### src/rtl/fft_mag_peak.sv
// Squared-magnitude stage for the FFT output stream: checks sop/eop framing,
// forwards |X|^2 per bin with latency 2 and reports the in-window peak per good frame.
module fft_mag_peak #(
  parameter int FFT_LEN   = 128,
  parameter int DW        = 16,
  parameter int IDX_W     = 7,
  parameter int SEARCH_LO = 1,
  parameter int SEARCH_HI = 63
) (
  input  logic                 clk_100m,
  input  logic                 rst_n,
  input  logic                 fft_src_valid,
  input  logic                 fft_src_sop,
  input  logic                 fft_src_eop,
  input  logic signed [DW-1:0] fft_src_real,
  input  logic signed [DW-1:0] fft_src_imag,
  output logic                 fft_src_ready,
  output logic                 mag_valid,
  output logic                 mag_sop,
  output logic                 mag_eop,
  output logic [IDX_W-1:0]     mag_idx,
  output logic [2*DW-1:0]      mag_data,
  output logic                 peak_valid,
  output logic [IDX_W-1:0]     peak_idx,
  output logic [2*DW-1:0]      peak_mag,
  output logic                 frame_err,
  output logic [15:0]          frame_cnt
);

  localparam logic [IDX_W-1:0] LAST_IDX = IDX_W'(FFT_LEN - 1);
  localparam logic [IDX_W-1:0] LO_IDX   = IDX_W'(SEARCH_LO);
  localparam logic [IDX_W-1:0] HI_IDX   = IDX_W'(SEARCH_HI);

  typedef enum logic {
    S_IDLE,
    S_FRAME
  } state_e;

  state_e state_q, state_d;
  logic [IDX_W-1:0] bin_q, bin_d;

  logic                 ready_q;
  logic                 in_vld_q, in_sop_q, in_eop_q;
  logic signed [DW-1:0] in_re_q, in_im_q;

  logic                 fwd_d, fwd_sop_d, fwd_eop_d, err_d;
  logic [IDX_W-1:0]     fwd_idx_d;
  logic                 err_q;

  logic                 s1_vld_q, s1_sop_q, s1_eop_q;
  logic [IDX_W-1:0]     s1_idx_q;
  logic [2*DW-1:0]      s1_re2_q, s1_im2_q;

  logic                 mag_vld_q, mag_sop_q, mag_eop_q;
  logic [IDX_W-1:0]     mag_idx_q;
  logic [2*DW-1:0]      mag_data_q;

  logic [2*DW-1:0]      run_max_q, base_max, new_max;
  logic [IDX_W-1:0]     run_idx_q, base_idx, new_idx;
  logic                 peak_vld_q;
  logic [IDX_W-1:0]     peak_idx_q;
  logic [2*DW-1:0]      peak_mag_q;
  logic [15:0]          frame_cnt_q;

  logic signed [2*DW-1:0] re_ext, im_ext, re_sq, im_sq;

  // Sign-extend first so the square is computed at full output width.
  assign re_ext = {{DW{in_re_q[DW-1]}}, in_re_q};
  assign im_ext = {{DW{in_im_q[DW-1]}}, in_im_q};
  assign re_sq  = re_ext * re_ext;
  assign im_sq  = im_ext * im_ext;

  always_ff @(posedge clk_100m or negedge rst_n) begin
    if (!rst_n) begin
      ready_q  <= 1'b0;
      in_vld_q <= 1'b0;
      in_sop_q <= 1'b0;
      in_eop_q <= 1'b0;
      in_re_q  <= '0;
      in_im_q  <= '0;
    end else begin
      ready_q  <= 1'b1;
      in_vld_q <= fft_src_valid & ready_q;
      in_sop_q <= fft_src_sop;
      in_eop_q <= fft_src_eop;
      in_re_q  <= fft_src_real;
      in_im_q  <= fft_src_imag;
    end
  end

  always_comb begin
    state_d   = state_q;
    bin_d     = bin_q;
    fwd_d     = 1'b0;
    fwd_sop_d = 1'b0;
    fwd_eop_d = 1'b0;
    fwd_idx_d = bin_q;
    err_d     = 1'b0;
    if (in_vld_q) begin
      unique case (state_q)
        S_IDLE: begin
          if (in_sop_q) begin
            if (in_eop_q && FFT_LEN > 1) begin
              err_d = 1'b1;
            end else begin
              fwd_d     = 1'b1;
              fwd_sop_d = 1'b1;
              fwd_idx_d = '0;
              if (in_eop_q) begin
                fwd_eop_d = 1'b1;
              end else begin
                state_d = S_FRAME;
                bin_d   = IDX_W'(1);
              end
            end
          end
        end
        S_FRAME: begin
          if (in_sop_q) begin
            // Restart: abort the current frame and treat this beat as bin 0.
            err_d = 1'b1;
            if (in_eop_q && FFT_LEN > 1) begin
              state_d = S_IDLE;
            end else begin
              fwd_d     = 1'b1;
              fwd_sop_d = 1'b1;
              fwd_idx_d = '0;
              bin_d     = IDX_W'(1);
            end
          end else if (bin_q == LAST_IDX) begin
            fwd_d     = 1'b1;
            fwd_eop_d = in_eop_q;
            err_d     = ~in_eop_q;
            state_d   = S_IDLE;
          end else if (in_eop_q) begin
            fwd_d   = 1'b1;
            err_d   = 1'b1;
            state_d = S_IDLE;
          end else begin
            fwd_d = 1'b1;
            bin_d = bin_q + IDX_W'(1);
          end
        end
        default: state_d = S_IDLE;
      endcase
    end
  end

  always_ff @(posedge clk_100m or negedge rst_n) begin
    if (!rst_n) begin
      state_q  <= S_IDLE;
      bin_q    <= '0;
      err_q    <= 1'b0;
      s1_vld_q <= 1'b0;
      s1_sop_q <= 1'b0;
      s1_eop_q <= 1'b0;
      s1_idx_q <= '0;
      s1_re2_q <= '0;
      s1_im2_q <= '0;
    end else begin
      state_q  <= state_d;
      bin_q    <= bin_d;
      err_q    <= err_d;
      s1_vld_q <= fwd_d;
      s1_sop_q <= fwd_sop_d;
      s1_eop_q <= fwd_eop_d;
      if (fwd_d) begin
        s1_idx_q <= fwd_idx_d;
        s1_re2_q <= unsigned'(re_sq);
        s1_im2_q <= unsigned'(im_sq);
      end
    end
  end

  always_ff @(posedge clk_100m or negedge rst_n) begin
    if (!rst_n) begin
      mag_vld_q  <= 1'b0;
      mag_sop_q  <= 1'b0;
      mag_eop_q  <= 1'b0;
      mag_idx_q  <= '0;
      mag_data_q <= '0;
    end else begin
      mag_vld_q <= s1_vld_q;
      mag_sop_q <= s1_sop_q;
      mag_eop_q <= s1_eop_q;
      if (s1_vld_q) begin
        mag_idx_q  <= s1_idx_q;
        mag_data_q <= s1_re2_q + s1_im2_q;
      end
    end
  end

  // Strict greater-than keeps the lowest bin on ties.
  always_comb begin
    base_max = run_max_q;
    base_idx = run_idx_q;
    if (mag_sop_q) begin
      base_max = '0;
      base_idx = LO_IDX;
    end
    new_max = base_max;
    new_idx = base_idx;
    if (mag_idx_q >= LO_IDX && mag_idx_q <= HI_IDX && mag_data_q > base_max) begin
      new_max = mag_data_q;
      new_idx = mag_idx_q;
    end
  end

  always_ff @(posedge clk_100m or negedge rst_n) begin
    if (!rst_n) begin
      run_max_q   <= '0;
      run_idx_q   <= '0;
      peak_vld_q  <= 1'b0;
      peak_idx_q  <= '0;
      peak_mag_q  <= '0;
      frame_cnt_q <= '0;
    end else begin
      peak_vld_q <= 1'b0;
      if (mag_vld_q) begin
        run_max_q <= new_max;
        run_idx_q <= new_idx;
        if (mag_eop_q) begin
          peak_vld_q  <= 1'b1;
          peak_idx_q  <= new_idx;
          peak_mag_q  <= new_max;
          frame_cnt_q <= frame_cnt_q + 16'd1;
        end
      end
    end
  end

  assign fft_src_ready = ready_q;
  assign mag_valid     = mag_vld_q;
  assign mag_sop       = mag_sop_q;
  assign mag_eop       = mag_eop_q;
  assign mag_idx       = mag_idx_q;
  assign mag_data      = mag_data_q;
  assign peak_valid    = peak_vld_q;
  assign peak_idx      = peak_idx_q;
  assign peak_mag      = peak_mag_q;
  assign frame_err     = err_q;
  assign frame_cnt     = frame_cnt_q;

endmodule

### config.mk
export PLATFORM = sky130hd
export DESIGN_NAME = fft_mag_peak
export DESIGN_NICKNAME = d
export VERILOG_FILES = /design/src/rtl/fft_mag_peak.sv
export SDC_FILE = /design/constraint.sdc
export NUM_CORES = 2
export LEC_CHECK = 0
export BUFFER_PORTS_ARGS = -buffer_cell sky130_fd_sc_hd__buf_2
export CAP_MARGIN = 20
export CORE_UTILIZATION = 55
export CTS_CLUSTER_DIAMETER = 150
export CTS_CLUSTER_SIZE = 28
export DETAILED_ROUTE_END_ITERATION = 10
export GPL_ROUTABILITY_DRIVEN = 1
export PLACE_DENSITY = 0.72
export SYNTH_ARGS = -nofsm -noshare
export SYNTH_HDL_FRONTEND = slang
export SYNTH_SLANG_ARGS = --single-unit
export TNS_END_PERCENT = 1
### constraint.sdc
create_clock -name clk_100m -period 10.99 [get_ports clk_100m]
set_clock_uncertainty 0.2 [all_clocks]
set_input_delay 0.5495 -clock clk_100m [delete_from_list [all_inputs] [get_ports clk_100m]]
set_output_delay 0.5495 -clock clk_100m [all_outputs]
set_load 0.005 [all_outputs]
== Word-level counts from Yosys, hierarchy flattened ==
Cells that the tools add are included.

* Add/sub/neg operators: 3
* Reductions and logical operators: 4
* Equality and inequality tests: 4
* Bitwise gates (word level): 3
* Order comparisons: 3
* Mux-type cells: 34
* Multipliers: 2

{| class="wikitable"
|+ Operator list
! operator !! number
|-
| two-way mux 7 bit || 10
|-
| multiplier 16 x 16 -> 32 bit || 2
|-
| two-way mux 32 bit || 2
|-
| adder 32 bit || 1
|-
| greater-than comparator 32 bit || 1
|-
| two-way mux 1 bit || 17
|-
| adder 16 x 1 -> 16 bit, second input constant || 1
|-
| one-hot mux 7 bit (2 select lines) || 1
|-
| one-hot mux 1 bit (2 select lines) || 4
|-
| adder 7 x 1 -> 7 bit, second input constant || 1
|-
| equality test 7 bit, second input constant || 1
|-
| greater-or-equal comparator 7 x 1 -> 1 bit, second input constant || 1
|-
| <= comparator 7 x 6 -> 1 bit, second input constant || 1
|-
| != test 3 bit, second input constant || 2
|-
| AND reduction 4 bit || 1
|-
| logical AND 1 bit || 2
|-
| != test 2 bit, second input constant || 1
|-
| inverter 1 bit || 2
|-
| AND reduction 2 bit || 1
|-
| AND 1 bit || 1
|}

* Input bits: 37
* Register bits: 256
* Word-level logic and storage cells: 79

== Depth between registers and ports, before layout ==
* Depth after elaboration: 5
* Mapped depth: 27
* Mapped depth without buffers: 24

== Worst setup path after synthesis ==
No wires, ideal clock.

* Path type: flip-flop to flip-flop
* Start point: register in_re_q[15]
* End point: register s1_re2_q[30]
* Setup slack: 4.349 ns
* Data required time: 10.661 ns
* Stages on the path, launching flop included: 26
* Data arrival time: 6.312 ns
* Library setup time: 0.129 ns
* Cells stage by stage: dfrtp_1 clkbuf_1 inv_1 clkbuf_1 nor2_1 fa_1 inv_1 fa_1 fa_1 inv_1 fa_1 fa_1 inv_1 fa_1 inv_1 ha_1 clkbuf_1 a21o_1 a21o_1 a211oi_1 o21a_1 a41oi_1 a41o_1 o41a_1 xnor2_1 o21ai_1

* Word-level cells in the longest chain between the ends: 1

{| class="wikitable"
|+ RTL lines
! item !! RTL line !! RTL
|-
| from (decl) || 44 || <nowiki>logic signed [DW-1:0] in_re_q, in_im_q;</nowiki>
|-
| from (signal assigned) || 86 || <nowiki>in_re_q <= fft_src_real;</nowiki>
|-
| multiplier 16 x 16 -> 32 bit || 70 || <nowiki>assign re_sq = re_ext * re_ext;</nowiki>
|-
| to (signal assigned) || 169 || <nowiki>s1_re2_q <= unsigned'(re_sq);</nowiki>
|-
| to (decl) || 52 || <nowiki>logic [2*DW-1:0] s1_re2_q, s1_im2_q;</nowiki>
|}

No other way between the ends.
A chain may end at the register's enable or synchronous reset.

== Worst setup path after layout ==
* Start point: register in_im_q[15]
* End point: register s1_im2_q[31]

* Word-level cells in the longest chain between the ends: 1

{| class="wikitable"
|+ RTL lines
! item !! RTL line !! RTL
|-
| from (decl) || 44 ||
|-
| from (signal assigned) || 87 || <nowiki>in_im_q <= fft_src_imag;</nowiki>
|-
| multiplier 16 x 16 -> 32 bit || 71 || <nowiki>assign im_sq = im_ext * im_ext;</nowiki>
|-
| to (signal assigned) || 170 || <nowiki>s1_im2_q <= unsigned'(im_sq);</nowiki>
|-
| to (decl) || 52 ||
|}

No other way between the ends.

==> qor.yml <==
clkLatencyLatePin_ns: 0.54
core.rowCount: 84
ys.warnings.count: 0
worst-slew-pin-transition_ns: 1.09
final_max_slew_viol_count: 0
cp_slowest_cell: "dfrtp_1"
critPathLaunchType: "flop"
number_of_antenna_violations_at_the_first_check_in_global_routing: 1
worst_hold_path.endpoint: "in_vld_q$_DFF_PN0_"
wl_per_cell_um: 17.0
largest_family_of_logic_cells_by_synthesized_area: "adder cells"
layout_worst_path_cycle_share: 0.681
tritoncts: "built"
cp_cell_sequence: "inv_1 -> nor2_1 -> fa_1 -> fa_1 -> fa_1 -> fa_1 -> fa_1 -> inv_1 -> fa_1 -> inv_1 -> ha_1 -> and3_1 -> o21ai_0 -> a21oi_1 -> nor3_1 -> a211oi_1 -> a211oi_1 -> o31ai_1 -> xnor2_1 -> o21ai_0"
drt_first_pass_iters: 5
worstRegToRegCells: 20
finish.cell_count_without_fillers: 3828
timing.final.setup_violations: 0
timing_worst_setup_path_type: "flop to flop"
yosys.area_share.simple: 0.110
data_required_time_of_the_critical_path_ns: 11.17
clock-root-buffer: "clkbuf_16"
register_to_register_setup_slack_ns: 3.51
holdCritStartpoint: "fft_src_valid"
worst_case_setup_slack_after_placement_ns: 3.65
die-height_um: 233
synth.area.mux_share: 0.0150
detailroute.via_count: 20600
grt_pass1_wl_um: 109000
final_hold_viol_count: 0
place_congestion: 0.917
layout_min_cycle_time_ns: 7.48
netlist_instances: 3041
postRouteAntennaNets: 0
cts_buffers: 14
yosys_register_bits: 254
synth_area_per_cell_sq_um: 9.65
vias_per_cell: 5.38
commonest_non_fill_non_tap_cells_in_the_layout: "inv_1 (661), fa_1 (470), nand2_1 (339)"
fin_ws_ns: 3.51
first_iter_violations: 1197
finalSetupTns_ns: 0
synth_adder_area_share: 0.426
rsz0062_at_grt: "false"
status: "finished, final reports clean"
crit_top_cell: "fa_1"
syn_area_sq_mm: 0.0293
postSynth.topFlopCell: "dfrtp_1"
remaining_drc_errors: 0
synth-xor-area-share: 0.0379
max_cap_viol_count: 0
io_pins: 137
cts_max_path_buffers: 3
timing.hold.worst.class: "primary input to flop"
die_width_um: 233
layout_commonest_cell: "inv_1"
die_area_sq_mm: 0.0543
insertedDiodeCount: 0
number_of_global_route_vias_before_repair: 21800
synth_enable_flop_cells: 0
cts.reportedPaths.clkPinSlew_ns: 0.10
total_grt_overflow: 0
track_usage: 0.253
ys_async_sr_fraction: 1.00
slew_headroom: 0.276
crit_path_max_incr_delay_ns: 0.68
clock_sinks: 254
postRouteWirelength_um: 64900
worstHoldPathCells: 2
fmaxAchievable_mhz: 134
critical_path.reg2reg.endpoint: "s1_im2_q[31]$_DFFE_PN0P_"
buffer_ports.inserted: 136
initial_cell_density_of_the_core: 0.557
timing.critical_path.to_type: "flop"
placedCellCount: 3773
dp_hpwl_um: 52700
seq_area_frac_synth: 0.217
synth_compound_gate_area_share: 0.0962
worstPathMaxFanout: 16
synthDistinctLibCells: 68
final_layout_size_suffix_gt1_frac: 0.0745
worst-endpoint-arrival_ns: 7.66
pin_count_of_the_biggest_net_entering_global_routing: 129
crit-reg2reg-launch: "in_im_q[15]$_DFF_PN0_"
htree_levels: 1
syn_nets: 3795
fin_nets: 3890
placeableCoreArea_sq_mm: 0.0527
area_growth_pct: 6.92
-- layout make-up --
cell class,instances,area [sq um]
repair buffers,178,1110
clock buffers,16,379
fillers,4401,21300
inverters,662,2480
well taps,688,861
multi-input cells,2026,20100
clock inverters,4,57.6
flip-flops and latches,254,6360
-- through the flow --
step	cell area, sq um	hold slack [ns]	utilization
after floorplan	29300	0.0539	-
after global placement	30600	0.132	0.580
after detailed placement	30600	0.135	0.581
after CTS	31400	0.0436	0.596
after global routing	31400	0.0502	0.596
final	31400	0.0563	0.596
-- critical path: cells and delay by family (launching register included) --
family / cells / cell delay (ns)
adder cells (fa/ha/maj): 7 / 3.52
AO/OA/AOI/OAI: 6 / 1.57
buffers and inverters: 3 / 0.51
flip-flops: 1 / 0.68
XOR/XNOR: 1 / 0.15
AND/OR/NAND/NOR: 3 / 0.70
-- Yosys cell counts, drive strengths merged (3+ instances only) --
master	n	area (sq um)
fa	470	9410
ha	247	3090
o21ai	141	709
o21a	18	135
a41oi	3	26.3
and4	4	35.0
o211ai	4	30.0
xnor2	85	744
xor2	42	368
a31oi	28	175
a31o	9	78.8
nand2	340	1280
a21oi	75	375
buf	14	83.8
a21o	55	413
nor2	136	510
or3b	6	52.6
o21bai	9	67.6
a211o	4	35.0
or2	20	125
and2	63	394
nor4	5	31.3
nand3	22	110
nand4	16	100
a221oi	5	56.3
o31ai	6	50.1
mux2	32	360
clkbuf	85	319
o311ai	4	35.0
inv	662	2480
mux2i	8	80.1
a22o	39	342
dfrtp	254	6360
and3	17	106
nor3	13	65.1
nand2b	44	275
a211oi	17	133
nor2b	14	87.6
-- worst max-delay path by stage --
| stage | start | end | cells after the start |
|---|---|---|---|
| after floorplan | in_re_q[15]$_DFF_PN0_ | s1_re2_q[30]$_DFFE_PN0P_ | 25 |
| after global placement | in_im_q[15]$_DFF_PN0_ | s1_im2_q[31]$_DFFE_PN0P_ | 20 |
| after detailed placement | in_im_q[15]$_DFF_PN0_ | s1_im2_q[31]$_DFFE_PN0P_ | 20 |
| after CTS | in_im_q[15]$_DFF_PN0_ | s1_im2_q[31]$_DFFE_PN0P_ | 20 |
| after global routing | in_im_q[15]$_DFF_PN0_ | s1_im2_q[31]$_DFFE_PN0P_ | 20 |
| final | in_im_q[15]$_DFF_PN0_ | s1_im2_q[31]$_DFFE_PN0P_ | 20 |
-- layer usage --
metal	part of all wire	wire length (um)	GRT usage	vias to the layer above
li1	-	-	-	9626
met5	0.00020	13	0	-
met1	0.43	28200	0.343	10400
met4	0.021	1340	0.0609	2
met3	0.048	3120	0.0282	76
met2	0.50	32300	0.435	461
-- sequential cells by signal, indices dropped and copies added, names as in the netlist, 7 cells and up --
register / cells
run_idx_q: 7
in_re_q: 16
mag_idx: 7
s1_re2_q: 31
mag_data: 32
in_im_q: 16
bin_q: 7
peak_mag: 32
run_max_q: 32
peak_idx: 7
s1_idx_q: 7
frame_cnt: 16
s1_im2_q: 31
-- kinds of logic (layout without fill, tap and decap cells) --
group	Yosys count	count (layout)
buf+inv	761	860
fa+ha+maj	717	717
simple gates	706	706
compound gates	435	435
flops	254	254
xor+xnor	127	127
mux	40	40
other cells	1	1
-- repair_timing --
item,in CTS,in global routing
resized for setup,0,0
endpoints found under the setup margin,0,0
hold buffers,35,0
buffers inserted,0,0
hold endpoints to repair,152,0
Power is not shown: default switching activity piles up to over one toggle a cycle in this logic, so the estimate is an artifact.
